### src/rtl/regwb_sched.sv
// Writeback-port scheduler: round-robin arbitration of NREQ writeback sources onto the
// single register-file write port, plus a busy-register scoreboard that stalls issue on RAW/WAW.
module regwb_sched #(
  parameter int NREQ = 3,
  parameter int XLEN = 32
) (
  input  logic                 clk,
  input  logic                 reset_n,
  input  logic                 iss_valid,
  input  logic [4:0]           iss_rd,
  input  logic [4:0]           iss_rs1,
  input  logic [4:0]           iss_rs2,
  output logic                 iss_stall,
  input  logic [NREQ-1:0]      wb_valid,
  input  logic [5*NREQ-1:0]    wb_addr,
  input  logic [XLEN*NREQ-1:0] wb_data,
  output logic [NREQ-1:0]      wb_ready,
  output logic                 rf_wen,
  output logic [4:0]           rf_waddr,
  output logic [XLEN-1:0]      rf_wdata,
  output logic                 sb_empty
);

  localparam int PW = $clog2(NREQ);

  logic [31:1]     busy_q, busy_d;
  logic [PW-1:0]   rr_ptr_q, rr_ptr_d;
  logic            rf_wen_q, rf_wen_d;
  logic [4:0]      rf_waddr_q, rf_waddr_d;
  logic [XLEN-1:0] rf_wdata_q, rf_wdata_d;

  logic [NREQ-1:0] vld_win;
  logic            gnt_found;
  logic [PW-1:0]   gnt_idx;
  logic [PW:0]     gnt_sum;
  logic [4:0]      sel_addr;
  logic [XLEN-1:0] sel_data;

  logic [31:1]     clr_vec, set_vec, haz_vec;
  logic [31:0]     haz_lookup;
  logic            stall_int;
  logic            issue_fire;

  // Rotate valids so bit k is requester (rr_ptr + k) mod NREQ; the first set bit wins.
  // NOTE: every variable written in an always_comb gets a default first, so no latch is inferred.
  always_comb begin
    vld_win   = NREQ'({wb_valid, wb_valid} >> rr_ptr_q);
    gnt_found = 1'b0;
    gnt_idx   = '0;
    gnt_sum   = '0;
    for (int k = 0; k < NREQ; k++) begin
      if (!gnt_found && vld_win[k]) begin
        gnt_found = 1'b1;
        gnt_sum   = {1'b0, rr_ptr_q} + (PW+1)'(k);
        gnt_idx   = (gnt_sum >= (PW+1)'(NREQ)) ? PW'(gnt_sum - (PW+1)'(NREQ)) : PW'(gnt_sum);
      end
    end
  end

  always_comb begin
    sel_addr = '0;
    sel_data = '0;
    for (int k = 0; k < NREQ; k++) begin
      if (gnt_idx == PW'(k)) begin
        sel_addr = wb_addr[5*k +: 5];
        sel_data = wb_data[XLEN*k +: XLEN];
      end
    end
  end

  always_comb begin
    wb_ready = '0;
    if (reset_n && gnt_found) wb_ready[gnt_idx] = 1'b1;
  end

  always_comb begin
    rr_ptr_d   = rr_ptr_q;
    rf_wen_d   = 1'b0;
    rf_waddr_d = rf_waddr_q;
    rf_wdata_d = rf_wdata_q;
    if (gnt_found) begin
      rr_ptr_d   = (gnt_idx == PW'(NREQ-1)) ? '0 : gnt_idx + 1'b1;
      rf_wen_d   = (sel_addr != 5'd0);
      rf_waddr_d = sel_addr;
      rf_wdata_d = sel_data;
    end
  end

  // A register being written this cycle is bypassed by the register file, so it is not a hazard.
  always_comb begin
    clr_vec = '0;
    for (int r = 1; r < 32; r++) clr_vec[r] = rf_wen_q && (rf_waddr_q == 5'(r));
    haz_vec    = busy_q & ~clr_vec;
    haz_lookup = {haz_vec, 1'b0};
    stall_int  = iss_valid && (haz_lookup[iss_rs1] || haz_lookup[iss_rs2] || haz_lookup[iss_rd]);
    issue_fire = iss_valid && !stall_int && (iss_rd != 5'd0);
    set_vec    = '0;
    for (int r = 1; r < 32; r++) set_vec[r] = issue_fire && (iss_rd == 5'(r));
    busy_d     = (busy_q & ~clr_vec) | set_vec;
  end

  assign iss_stall = reset_n & stall_int;
  assign sb_empty  = (busy_q == '0);
  assign rf_wen    = rf_wen_q;
  assign rf_waddr  = rf_waddr_q;
  assign rf_wdata  = rf_wdata_q;

  // NOTE: sequential state uses non-blocking assignments so every flop samples pre-edge values.
  always_ff @(posedge clk or negedge reset_n) begin
    if (!reset_n) begin
      busy_q     <= '0;
      rr_ptr_q   <= '0;
      rf_wen_q   <= 1'b0;
      rf_waddr_q <= '0;
      rf_wdata_q <= '0;
    end else begin
      busy_q     <= busy_d;
      rr_ptr_q   <= rr_ptr_d;
      rf_wen_q   <= rf_wen_d;
      rf_waddr_q <= rf_waddr_d;
      rf_wdata_q <= rf_wdata_d;
    end
  end

endmodule

### config.mk
export PLATFORM = sky130hd
export DESIGN_NAME = regwb_sched
export DESIGN_NICKNAME = d
export VERILOG_FILES = /design/src/rtl/regwb_sched.sv
export SDC_FILE = /design/constraint.sdc
export NUM_CORES = 1
export LEC_CHECK = 0
export CAP_MARGIN = 20
export CORE_UTILIZATION = 47
export CTS_CLUSTER_DIAMETER = 60
export CTS_CLUSTER_SIZE = 14
export DETAILED_ROUTE_END_ITERATION = 10
export GPL_TIMING_DRIVEN = 0
export PLACE_DENSITY = 0.9
export SKIP_LAST_GASP = 1
export SYNTH_ARGS = -nofsm -noshare
export SYNTH_HDL_FRONTEND = slang
export SYNTH_SLANG_ARGS = --single-unit
### constraint.sdc
create_clock -name clk -period 3.4 [get_ports clk]
set_clock_uncertainty 0.2 [all_clocks]
set_input_delay 0.68 -clock clk [delete_from_list [all_inputs] [get_ports clk]]
set_output_delay 0.68 -clock clk [all_outputs]
set_load 0.02 [all_outputs]
==> flow_summary_export.csv <==
group,metric,value,unit
logic_synthesis,syn_area,5333,um2
die,die_w,108.5,um
worst_setup_path,rrSetupSlack,-0.16,ns
timing,post-route-min-period,3.804,ns
clock_tree,cts_buffers,9,
timing,tightest_slew,0.9672,ns
logic_synthesis,ys_ff_latch,71,
logic_synthesis,ys_seq_area_share,33.32,%
die,row_count,38,
layout,final_cells,981,
die,die_area,11780,um2
layout,antenna_cells,0,
timing,report.final.slew_viol_count,0,
clock_tree,cts_root_buffer,"clkbuf_16",
global_route,grt_pass1_wl,35970,um
logic_synthesis,avgSynthCellArea,8.829,um2
timing,finalCritPeriodShare,111.9,%
power_and_ir_drop,p_total,0.007993,W
route,wl_met3,3323,um
clock_tree,cts_tree,"done",
layout,syn_to_final_growth,58.73,%
power_and_ir_drop,max-vdd-ir-drop,0.0007192,V
power_and_ir_drop,power_leakage,3.270,nW
route,wirelength,26820,um
route,wl_per_cell,27.34,um
route,first_iter_violations,708,
global_route,grt_max_degree,75,
layout,final_util,77.40,%
die,initial_core_util,48.76,%
min_path,min_path_type,"input port to async pin",
logic_synthesis,synthFlopType,"dfrtp_1",
timing,finalHoldViolCount,0,
route,met1_length,8282,um
timing,slew_headroom,35.52,%
route,vias,6933,
timing,fmax,262.9,MHz
timing,rsz0062_at_grt,"true",
timing,setup_viol,25,
route,ant_nets,0,
placed_design,port_buffers,172,
worst_setup_path,required,2.52,ns
timing,layout_setup_ws,-0.4041,ns
placed_design,placed_cells,916,
die,core,10940,um2
placed_design,hpwl,16600,um
global_route,grt_pass1_vias,6692,
logic_synthesis,yosys_warnings,0,
clock_tree,clock-sinks,71,
layout,final_cell_mix,"163 x clkdlybuf4s50_1, 97 x nor2_1, 66 x dfrtp_1",
flow_run,max_cap_viol_count,0,
die,ios,175,
route,dr.pass1.iters,5,
worst_setup_path,start_kind,"flop",
worst_setup_path,endpoint_kind,"output port",
global_route,antenna_found_initial,0,
clock_tree,clk_pin_slew,0.07,ns
layout,fillCellCount,675,
logic_synthesis,synth-edff-count,0,
global_route,grt_overflow,0,
layout,seq_area,1783,um2
clock_tree,htreeDepth,3,
outcome,violations,"negative setup slack",
layout,finalNetCount,971,
placed_design,pre_cts_ws,-1.295,ns
worst_setup_path,crit_arrival,2.92,ns
die,die_h,108.5,um
outcome,status,"finished, violations left",
logic_synthesis,ys_async_sr_fraction,100.0,%
layout,multi_input_area,3761,um2
clock_tree,clk_latency,0.34,ns
timing,fin_tns_setup,-2.934,ns
logic_synthesis,ys_types,67,
logic_synthesis,netlist_instances,604,
global_route,grtUsageTotal,41.07,%
worst_setup_path,path_class,"flop to output port",
route,route.detailed.drc,0,
layout,final_common_cell,"clkdlybuf4s50_1",
route,topRoutingLayerUsed,"met4",
route,routed-wl-met2,12690,um
worst_setup_path,cp_max_fo,7,
clock_tree,cts_hold_buf,0,
placed_design,place.gp.congestion,1.027,
clock_tree,clock_path_buffers,2,
layout,layout-drive-gt1-share,28.78,%
logic_synthesis,synthesis.nets,739,
route,viasPerCell,7.067,
power_and_ir_drop,p_per_area,944.3,nW/um2
## state kept, by name, indices dropped and copies added (netlist names)
register,cells
rf_waddr,5
rf_wen,1
rf_wdata,32
busy_q,31
rr_ptr_q,2
## metrics by stage
| step | hold WS [ns] | instance area (um2) |
|---|---|---|
| floorplan | 0.1844 | 5333 |
| global placement | 0.2903 | 7229 |
| detailed placement | 0.3004 | 7227 |
| CTS | 0.3123 | 8004 |
| global route | 0.3373 | 8464 |
| finish | 0.3005 | 8464 |
## report_power, final
part           switching (W)  leakage [nW]  internal [W]
Combinational        0.00301          2.28       0.00231
Sequential          0.000486         0.855       0.00129
Clock               0.000368         0.136      0.000532
Total                0.00387          3.27       0.00412
## cells in the mapped netlist (all sizes together), types with 4 or more instances
library cell,count,area [um2]
nand3,41,210.2
nand2b,7,43.79
nand4,7,43.79
a21oi,9,45.04
and3,6,37.54
mux2,35,394.1
and2,8,50.05
a32oi,8,70.07
o31ai,32,399.1
inv,12,45.04
mux2i,9,90.09
o2111ai,13,113.9
a22oi,7,52.55
nor2b,9,56.30
and4,4,35.03
o211ai,10,75.07
dfrtp,71,1777
a31oi,5,31.28
nor3b,4,30.03
nor3,11,55.05
nor4,9,56.30
buf,25,147.6
nor2,100,382.9
o22ai,4,25.02
a32o,4,40.04
o21ai,37,204.0
clkbuf,25,95.09
a221oi,34,297.8
nand2,17,63.81
## cells by family after synthesis
| logic type | synth area share, % |
|---|---|
| and+or+nand+nor | 22.76 |
| AOI/OAI and AO/OA | 28.27 |
| muxes | 9.080 |
| xor gates and xnor gates | 0.3285 |
| DFF | 33.32 |
| adders and majority gates | 0.7040 |
| buffers and inverters | 5.537 |
## worst paths after layout
kind                               from      endpoint  cells after the start
max in group asynchronous       reset_n   rf_waddr[0]                      1
min reg2reg                rf_wdata[29]  rf_wdata[29]                      2
max                         rr_ptr_q[1]   wb_ready[1]                      9
min in group clk           rf_wdata[29]  rf_wdata[29]                      2
max reg2reg                 rr_ptr_q[1]  rf_wdata[17]                     12
min                             reset_n  rf_wdata[10]                      1
## what timing repair did
action                     CTS  global route
pin swaps                   22            24
setup endpoints to repair   21            17
resized for setup          133            67
buffers inserted            22            32
## routing by layer
metal | vias to the layer above | global-route usage (%)
met2 | 689 | 71.65
met5 | - | 0
met4 | 0 | 28.96
met3 | 227 | 10.97
li1 | 2803 | -
met1 | 3214 | 42.61
## worst max-delay path: stages (launching register included)
cell      delay [ns]
dfrtp_1         0.41
buf_6           0.17
buf_4           0.15
nor4bb_2        0.72
a22o_1          0.30
o21ai_2         0.12
a211oi_4        0.31
buf_6           0.15
and2_4          0.14
buf_6           0.11
## layout make-up
type | instances | area share, %
multi-input cells | 469 | 44.43
repair buffers | 226 | 25.20
flip-flops and latches | 71 | 21.06
plain buffers | 45 | 3.193
clock buffers | 13 | 3.075
well taps | 140 | 2.069
inverters | 14 | 0.7539
clock inverters | 3 | 0.2069
Power figures use the tool's default switching activity.
